==> src/rtl/ooo_types.sv <==
// Shared out-of-order core types: ROB tag type and the "no dependency" tag value.
package ooo_types;

  localparam int unsigned DEF_TAG_W = 4;

  typedef logic [DEF_TAG_W-1:0] tag_t;

  localparam tag_t NO_TAG = '0;

endpackage

==> src/rtl/rv32i_types.sv <==
// RV32I execution types shared by the ALU and its reservation station.
package rv32i_types;

  typedef enum logic [2:0] {
    alu_add = 3'b000,
    alu_sll = 3'b001,
    alu_sra = 3'b010,
    alu_sub = 3'b011,
    alu_xor = 3'b100,
    alu_srl = 3'b101,
    alu_or  = 3'b110,
    alu_and = 3'b111
  } alu_ops;

endpackage

==> src/rtl/alu.sv <==
// Combinational integer ALU; shift amount comes from the low bits of i_b.
module alu
  import rv32i_types::*;
#(
  parameter int unsigned DATA_W = 32
) (
  input  alu_ops            i_op,
  input  logic [DATA_W-1:0] i_a,
  input  logic [DATA_W-1:0] i_b,
  output logic [DATA_W-1:0] o_f
);

  localparam int unsigned ShW = $clog2(DATA_W);

  logic [ShW-1:0] w_sh;
  assign w_sh = i_b[ShW-1:0];

  always_comb begin
    o_f = '0;
    unique case (i_op)
      alu_add: o_f = i_a + i_b;
      alu_sll: o_f = i_a << w_sh;
      alu_sra: o_f = DATA_W'($signed(i_a) >>> w_sh);
      alu_sub: o_f = i_a - i_b;
      alu_xor: o_f = i_a ^ i_b;
      alu_srl: o_f = i_a >> w_sh;
      alu_or:  o_f = i_a | i_b;
      alu_and: o_f = i_a & i_b;
    endcase
  end

endmodule

==> src/rtl/alu_rs_age_select.sv <==
// Oldest-ready picker: grants the ready entry that no other ready entry predates.
module alu_rs_age_select #(
  parameter int unsigned NUM_ENTRIES = 8
) (
  input  logic [NUM_ENTRIES-1:0]                  i_ready,
  input  logic [NUM_ENTRIES-1:0][NUM_ENTRIES-1:0] i_older,
  output logic [NUM_ENTRIES-1:0]                  o_grant,
  output logic                                    o_any
);

  // Diagonal of i_older is always 0, so an entry never blocks itself.
  always_comb begin
    o_grant = '0;
    for (int i = 0; i < NUM_ENTRIES; i++) begin
      o_grant[i] = i_ready[i];
      for (int j = 0; j < NUM_ENTRIES; j++) begin
        if (i_ready[j] && i_older[j][i]) o_grant[i] = 1'b0;
      end
    end
  end

  assign o_any = |o_grant;

endmodule

==> src/rtl/alu_rs_gen.sv <==
// ALU reservation station: CDB snooping, oldest-ready issue, registered result.
// Optional perf counters enabled by defining ALU_RS_PERF_EN.
module alu_rs_gen
  import ooo_types::*;
  import rv32i_types::*;
#(
  parameter int unsigned NUM_ENTRIES = 8,
  parameter int unsigned NUM_CDB     = 2,
  parameter int unsigned TAG_W       = 4,
  parameter int unsigned DATA_W      = 32
) (
  input  logic                          clk,
  input  logic                          rst,
  input  logic                          flush,
  input  logic                          disp_valid,
  output logic                          disp_ready,
  input  logic [2:0]                    disp_op,
  input  logic [DATA_W-1:0]             disp_vj,
  input  logic [DATA_W-1:0]             disp_vk,
  input  logic [TAG_W-1:0]              disp_qj,
  input  logic [TAG_W-1:0]              disp_qk,
  input  logic [TAG_W-1:0]              disp_dest,
  input  logic [NUM_CDB-1:0]            cdb_valid,
  input  logic [NUM_CDB*TAG_W-1:0]      cdb_tag,
  input  logic [NUM_CDB*DATA_W-1:0]     cdb_val,
  output logic                          res_valid,
  input  logic                          res_ready,
  output logic [TAG_W-1:0]              res_tag,
  output logic [DATA_W-1:0]             res_val,
`ifdef ALU_RS_PERF_EN
  output logic [31:0]                   perf_issue_cnt,
  output logic [31:0]                   perf_full_cnt,
`endif
  output logic [$clog2(NUM_ENTRIES):0]  occupancy
);

  localparam int unsigned IdxW = $clog2(NUM_ENTRIES);
  localparam int unsigned CntW = IdxW + 1;
  localparam logic [TAG_W-1:0] NoTag = TAG_W'(NO_TAG);

  logic [NUM_ENTRIES-1:0]                  r_busy;
  alu_ops [NUM_ENTRIES-1:0]                r_op;
  logic [NUM_ENTRIES-1:0][DATA_W-1:0]      r_vj, r_vk;
  logic [NUM_ENTRIES-1:0][TAG_W-1:0]       r_qj, r_qk, r_dest;
  logic [NUM_ENTRIES-1:0][NUM_ENTRIES-1:0] r_older;
  logic                                    r_res_valid;
  logic [TAG_W-1:0]                        r_res_tag;
  logic [DATA_W-1:0]                       r_res_val;
  logic [CntW-1:0]                         r_occ;

  logic [NUM_ENTRIES-1:0]             w_ready, w_grant;
  logic                               w_any, w_issue, w_disp;
  logic [IdxW-1:0]                    w_free_idx, w_sel_idx;
  logic [NUM_ENTRIES-1:0][DATA_W-1:0] w_vj_n, w_vk_n;
  logic [NUM_ENTRIES-1:0][TAG_W-1:0]  w_qj_n, w_qk_n;
  logic [DATA_W-1:0]                  w_dvj, w_dvk, w_alu_out;
  logic [TAG_W-1:0]                   w_dqj, w_dqk;

  assign disp_ready = ~&r_busy;
  assign w_disp     = disp_valid && disp_ready && !flush;

  // CAM snoop; ports scanned high-to-low so the lowest matching port wins.
  always_comb begin
    w_vj_n = r_vj;
    w_vk_n = r_vk;
    w_qj_n = r_qj;
    w_qk_n = r_qk;
    w_dvj  = disp_vj;
    w_dvk  = disp_vk;
    w_dqj  = disp_qj;
    w_dqk  = disp_qk;
    for (int p = NUM_CDB - 1; p >= 0; p--) begin
      if (cdb_valid[p]) begin
        for (int i = 0; i < NUM_ENTRIES; i++) begin
          if (r_busy[i] && r_qj[i] != NoTag && cdb_tag[p*TAG_W +: TAG_W] == r_qj[i]) begin
            w_qj_n[i] = NoTag;
            w_vj_n[i] = cdb_val[p*DATA_W +: DATA_W];
          end
          if (r_busy[i] && r_qk[i] != NoTag && cdb_tag[p*TAG_W +: TAG_W] == r_qk[i]) begin
            w_qk_n[i] = NoTag;
            w_vk_n[i] = cdb_val[p*DATA_W +: DATA_W];
          end
        end
        if (disp_qj != NoTag && cdb_tag[p*TAG_W +: TAG_W] == disp_qj) begin
          w_dqj = NoTag;
          w_dvj = cdb_val[p*DATA_W +: DATA_W];
        end
        if (disp_qk != NoTag && cdb_tag[p*TAG_W +: TAG_W] == disp_qk) begin
          w_dqk = NoTag;
          w_dvk = cdb_val[p*DATA_W +: DATA_W];
        end
      end
    end
  end

  always_comb begin
    w_free_idx = '0;
    w_sel_idx  = '0;
    for (int i = NUM_ENTRIES - 1; i >= 0; i--) begin
      w_ready[i] = r_busy[i] && r_qj[i] == NoTag && r_qk[i] == NoTag;
      if (!r_busy[i]) w_free_idx = IdxW'(i);
      if (w_grant[i]) w_sel_idx = IdxW'(i);
    end
  end

  alu_rs_age_select #(
    .NUM_ENTRIES(NUM_ENTRIES)
  ) u_age_select (
    .i_ready(w_ready),
    .i_older(r_older),
    .o_grant(w_grant),
    .o_any  (w_any)
  );

  alu #(
    .DATA_W(DATA_W)
  ) u_alu (
    .i_op(r_op[w_sel_idx]),
    .i_a (r_vj[w_sel_idx]),
    .i_b (r_vk[w_sel_idx]),
    .o_f (w_alu_out)
  );

  assign w_issue = (!r_res_valid || res_ready) && w_any && !flush;

  always_ff @(posedge clk or negedge rst) begin
    if (!rst) begin
      r_busy      <= '0;
      r_vj        <= '0;
      r_vk        <= '0;
      r_qj        <= '0;
      r_qk        <= '0;
      r_dest      <= '0;
      r_older     <= '0;
      r_res_valid <= 1'b0;
      r_res_tag   <= '0;
      r_res_val   <= '0;
      r_occ       <= '0;
      for (int i = 0; i < NUM_ENTRIES; i++) r_op[i] <= alu_add;
    end else if (flush) begin
      r_busy      <= '0;
      r_older     <= '0;
      r_res_valid <= 1'b0;
      r_res_tag   <= '0;
      r_res_val   <= '0;
      r_occ       <= '0;
    end else begin
      r_vj <= w_vj_n;
      r_vk <= w_vk_n;
      r_qj <= w_qj_n;
      r_qk <= w_qk_n;
      if (w_issue) begin
        r_busy[w_sel_idx] <= 1'b0;
        r_res_valid       <= 1'b1;
        r_res_tag         <= r_dest[w_sel_idx];
        r_res_val         <= w_alu_out;
      end else if (r_res_valid && res_ready) begin
        r_res_valid <= 1'b0;
      end
      if (w_disp) begin
        r_busy[w_free_idx]  <= 1'b1;
        r_op[w_free_idx]    <= alu_ops'(disp_op);
        r_vj[w_free_idx]    <= w_dvj;
        r_vk[w_free_idx]    <= w_dvk;
        r_qj[w_free_idx]    <= w_dqj;
        r_qk[w_free_idx]    <= w_dqk;
        r_dest[w_free_idx]  <= disp_dest;
        r_older[w_free_idx] <= '0;
        for (int i = 0; i < NUM_ENTRIES; i++) r_older[i][w_free_idx] <= r_busy[i];
      end
      r_occ <= r_occ + CntW'(w_disp) - CntW'(w_issue);
    end
  end

  assign res_valid = r_res_valid;
  assign res_tag   = r_res_tag;
  assign res_val   = r_res_val;
  assign occupancy = r_occ;

`ifdef ALU_RS_PERF_EN
  logic [31:0] r_perf_issue, r_perf_full;

  // Flush deliberately leaves these running; only rst clears them.
  always_ff @(posedge clk or negedge rst) begin
    if (!rst) begin
      r_perf_issue <= '0;
      r_perf_full  <= '0;
    end else begin
      if (w_issue && r_perf_issue != '1) r_perf_issue <= r_perf_issue + 32'd1;
      if (disp_valid && !disp_ready && r_perf_full != '1) r_perf_full <= r_perf_full + 32'd1;
    end
  end

  assign perf_issue_cnt = r_perf_issue;
  assign perf_full_cnt  = r_perf_full;
`endif

endmodule
==> config.mk <==
export PLATFORM = sky130hd
export DESIGN_NAME = alu_rs_gen
export DESIGN_NICKNAME = d
export VERILOG_FILES = /design/src/rtl/ooo_types.sv /design/src/rtl/rv32i_types.sv /design/src/rtl/alu.sv /design/src/rtl/alu_rs_age_select.sv /design/src/rtl/alu_rs_gen.sv
export SDC_FILE = /design/constraint.sdc
export NUM_CORES = 2
export LEC_CHECK = 0
export ABC_CLOCK_PERIOD_IN_PS = 10900
export CAP_MARGIN = 20
export CORE_ASPECT_RATIO = 1.25
export CORE_MARGIN = 1.5
export CORE_UTILIZATION = 55
export DETAILED_ROUTE_END_ITERATION = 10
export PLACE_DENSITY = 0.74
export REMOVE_ABC_BUFFERS = 1
export SYNTH_ARGS = -nofsm -noshare
export SYNTH_HDL_FRONTEND = slang
export SYNTH_SLANG_ARGS = --single-unit
==> constraint.sdc <==
create_clock -name clk -period 10.9 [get_ports clk]
set_input_delay 2.18 -clock clk [delete_from_list [all_inputs] [get_ports clk]]
set_output_delay 2.18 -clock clk [all_outputs]
set_load 0.02 [all_outputs]
==> Implementation_results.wiki <==
{| class="wikitable"
! Metric !! Value
|-
| Achievable clock frequency || 0.0967 GHz
|-
| Leading cell type in the layout, fill and taps excluded || nand2_1
|-
| Violated checks || design-rule violations
|-
| Syn Inst Count || 7787
|-
| CP required || 11.55 ns
|-
| Static leakage || 0.0298 uW
|-
| Residual overflow from global routing || 0
|-
| Register Area || 18600 sq um
|-
| Final cycle utilization of the critical path || 0.949
|-
| Most used DFF post-synth || dfrtp_1
|-
| Hold Crit Class || flop to flop
|-
| Number of I/O pins || 200
|-
| Total Routed Length || approximately 260000 microns
|-
| Result of the run || finished, violations left
|-
| Number of nets still failing antenna checks after routing || 0
|-
| Wire length per cell || 29.7 microns
|-
| Most common cell on crit path || o21ai_0
|-
| Synthesized cell area || 59400 sq um
|-
| Syn-to-layout area delta || 8.28%
|-
| Endpoints failing hold || 0
|-
| Cell type of the slowest stage on the worst timing path || or4_1
|-
| Clock skew || roughly 0.033 ns
|-
| Horizontal die dimension || 297 microns
|-
| Dpl cells || 8717
|-
| Vias in the first global route || 59900
|-
| Post-cts hold buffer count || 0
|-
| Startpoint kind of the worst setup timing path || flop
|-
| Quantity of gates resized following cts || 0
|-
| Drc violations || 1
|-
| Buffer depth of the longest clock path || 3
|-
| Num rows || about 130
|-
| Arrival time at the worst endpoint || about 11 ns
|-
| Routability Congestion || 1.07
|-
| Fraction of final layout cells with drive strength greater than 1 || 0.0590
|-
| Port Buffer Count || 199
|-
| WHS Path Cells || 2
|-
| Number of fill cells || around 9700
|-
| RSZ-0062 raised after global routing || no
|-
| Nature of the critical path endpoint || flop
|-
| Layout Cells excl Fill || 8881
|-
| Die footprint || 110000 sq um
|-
| Number of enable flip-flop cells after synthesis || 0
|-
| Worst supply voltage drop on vdd || 0.000132 V
|-
| Top library cells by usage in the layout, fill and taps aside || nand2_1 (1079), o21ai_0 (780), a21oi_1 (774), dfrtp_1 (745), nor2_1 (728)
|-
| CORE AREA || around 110000 sq um
|-
| Initial antenna violation count || 5
|-
| Total number of vias || 63800
|-
| Global routing usage summed across all routing layers || 0.463
|-
| Worst-Skew Late Latency || 0.74 ns
|-
| TritonCTS Buffers || 86
|-
| Count of state elements after synthesis || 745
|-
| Power per Cell Area || 166 nW/um^2
|-
| Worst slew margin relative to its limit || 0.143
|-
| Crit path max fanout || 146
|-
| Max-slew violations || 0
|-
| Total Power Consumption || 10700 uW
|-
| Depth of the worst register-to-register path || 29
|-
| Total of endpoints with negative setup slack in the final report || 0
|-
| First-pass iteration count of the detailed router || 11
|-
| Area occupied by multi-input gates || 37200 sq um
|-
| Clock-pin transition on the worst setup and hold timing paths || approximately 0.06 ns
|-
| Clock Sink Count || ~750
|-
| First-pass GRT wire length || just under 400000 microns
|-
| Post-synthesis sequential area ratio || 0.314
|-
| Fraction of registers with async set/reset || 1.00
|-
| Clock tree from TritonCTS || yes
|-
| Minimum clock period || 10.34 ns
|-
| Routed vias/inst || 7.18
|-
| Number of post-CTS setup repair buffers || 0
|-
| Maximum Capacitance Violations || 0
|-
| Starting density of the core || 0.556
|-
| Largest net degree at the start of global routing || 247
|-
| Stage delay of the slowest cell on the critical path || 0.72 ns
|-
| Depth of the CTS H-tree || 3
|-
| Total of warnings raised by yosys || 0
|-
| Setup Crit Path Kind || flop to flop
|-
| Transition time at the pin with the least slew margin || 1.28 ns
|-
| Post-Route Setup TNS || 0 ns
|-
| Library cells used by synthesis || around 110
|-
| Synthesized area per cell || 7.63 sq um
|-
| Die extent in y || 371 microns
|-
| Fin nets || between 7000 and 8000
|-
| HPWL after detailed placement || 160000 microns
|-
| Root buf cell || clkbuf_16
|-
| DRC marker count from the first detailed-route iteration || about 10000
|}
-- state kept, by name, indices dropped and copies added, names as in the netlist --
name	count
r_qj	32
res_valid	1
r_vk	256
r_op	24
r_busy	8
r_dest	32
res_tag	4
res_val	32
r_vj	256
occupancy	4
r_qk	32
r_older	64
-- final cells by class --
class / instances / area share
antenna: 1 / 0.0000389
clock buffer: 123 / 0.0389
multi-input combinational: 6089 / 0.579
inverter: 109 / 0.00636
sequential: 745 / 0.290
tap: 1428 / 0.0278
clock inverter: 36 / 0.00694
timing repair buffer: 350 / 0.0515
-- metrics by stage --
stage	instance area [sq um]	setup WS (ns)	util	hold slack [ns]
final	64400	0.560	0.602	0.477
after global routing	64400	0.0531	0.602	0.489
after CTS	64300	0.857	0.601	0.474
after detailed placement	61300	0.928	0.573	0.459
after global placement	61300	1.11	0.573	0.455
after floorplan	56000	-2.83	-	0.437
-- synth_stat cells (all sizes together) (14+ instances only) --
cell type / number / share of area
a211oi: 588 / 0.075
a21boi: 99 / 0.013
a21o: 15 / 0.0019
a21oi: 776 / 0.065
a22o: 15 / 0.0024
a22oi: 34 / 0.0043
a31oi: 22 / 0.0023
and2: 21 / 0.0023
and3: 151 / 0.016
buf: 155 / 0.013
clkbuf: 689 / 0.044
dfrtp: 745 / 0.31
ha: 101 / 0.021
inv: 108 / 0.0068
mux2i: 704 / 0.12
nand2: 1081 / 0.068
nand3: 53 / 0.0045
nand4: 48 / 0.0051
nor2: 736 / 0.047
nor2b: 14 / 0.0016
nor3: 166 / 0.016
nor4: 37 / 0.0048
o2111ai: 23 / 0.0034
o211ai: 16 / 0.0021
o21a: 15 / 0.0019
o21ai: 868 / 0.073
o221ai: 20 / 0.0029
o22ai: 74 / 0.0079
or4: 29 / 0.0039
xnor2: 100 / 0.015
xor2: 82 / 0.012
-- power breakdown --
part	total, uW	switching [uW]	leakage [uW]	internal (uW)
Clock	3130	1350	0.00144	1780
Combinational	4280	2870	0.0182	1410
Sequential	3300	261	0.0101	3040
Total	10700	4480	0.0298	6220
-- per-layer routing --
metal,vias to the layer above,share of wire,global-route usage
li1,27100,-,-
met1,30400,0.36,0.577
met2,4938,0.42,0.674
met3,1312,0.14,0.140
met4,12,0.086,0.350
met5,-,0.00026,0
-- critical path: cells and delay by family (launching register included) --
| family | cells | cell delay [ns] |
|---|---|---|
| AO/OA/AOI/OAI | 18 | 5.16 |
| AND/OR/NAND/NOR | 8 | 3.63 |
| XOR/XNOR | 1 | 0.18 |
| adder cells (fa/ha/maj) | 1 | 0.37 |
| buffers and inverters | 1 | 0.26 |
| flip-flops | 1 | 0.44 |
-- logic make-up (layout without fill, tap and decap cells) --
family | after synthesis | in the layout | share of synthesized area
buffers and inverters | 953 | 618 | 0.0640
AND/OR/NAND/NOR | 2399 | 2399 | 0.177
XOR/XNOR | 182 | 182 | 0.0268
multiplexers | 717 | 717 | 0.121
AO/OA/AOI/OAI | 2688 | 2688 | 0.275
adder cells (fa/ha/maj) | 103 | 103 | 0.0219
flip-flops | 745 | 745 | 0.314
other | 0 | 1 | 0
-- final timing paths --
kind                       startpoint          end  slack (ns)
min in group asynchronous         rst  r_older[46]        1.49
max in group asynchronous         rst     r_vk[64]        6.95
min                          r_op[20]     r_op[20]        0.48
max                          r_qj[20]  res_val[30]        0.56
min reg2reg                  r_op[20]     r_op[20]        0.48
max reg2reg                  r_qj[20]  res_val[30]        0.56
Power figures use the tool's default switching activity.
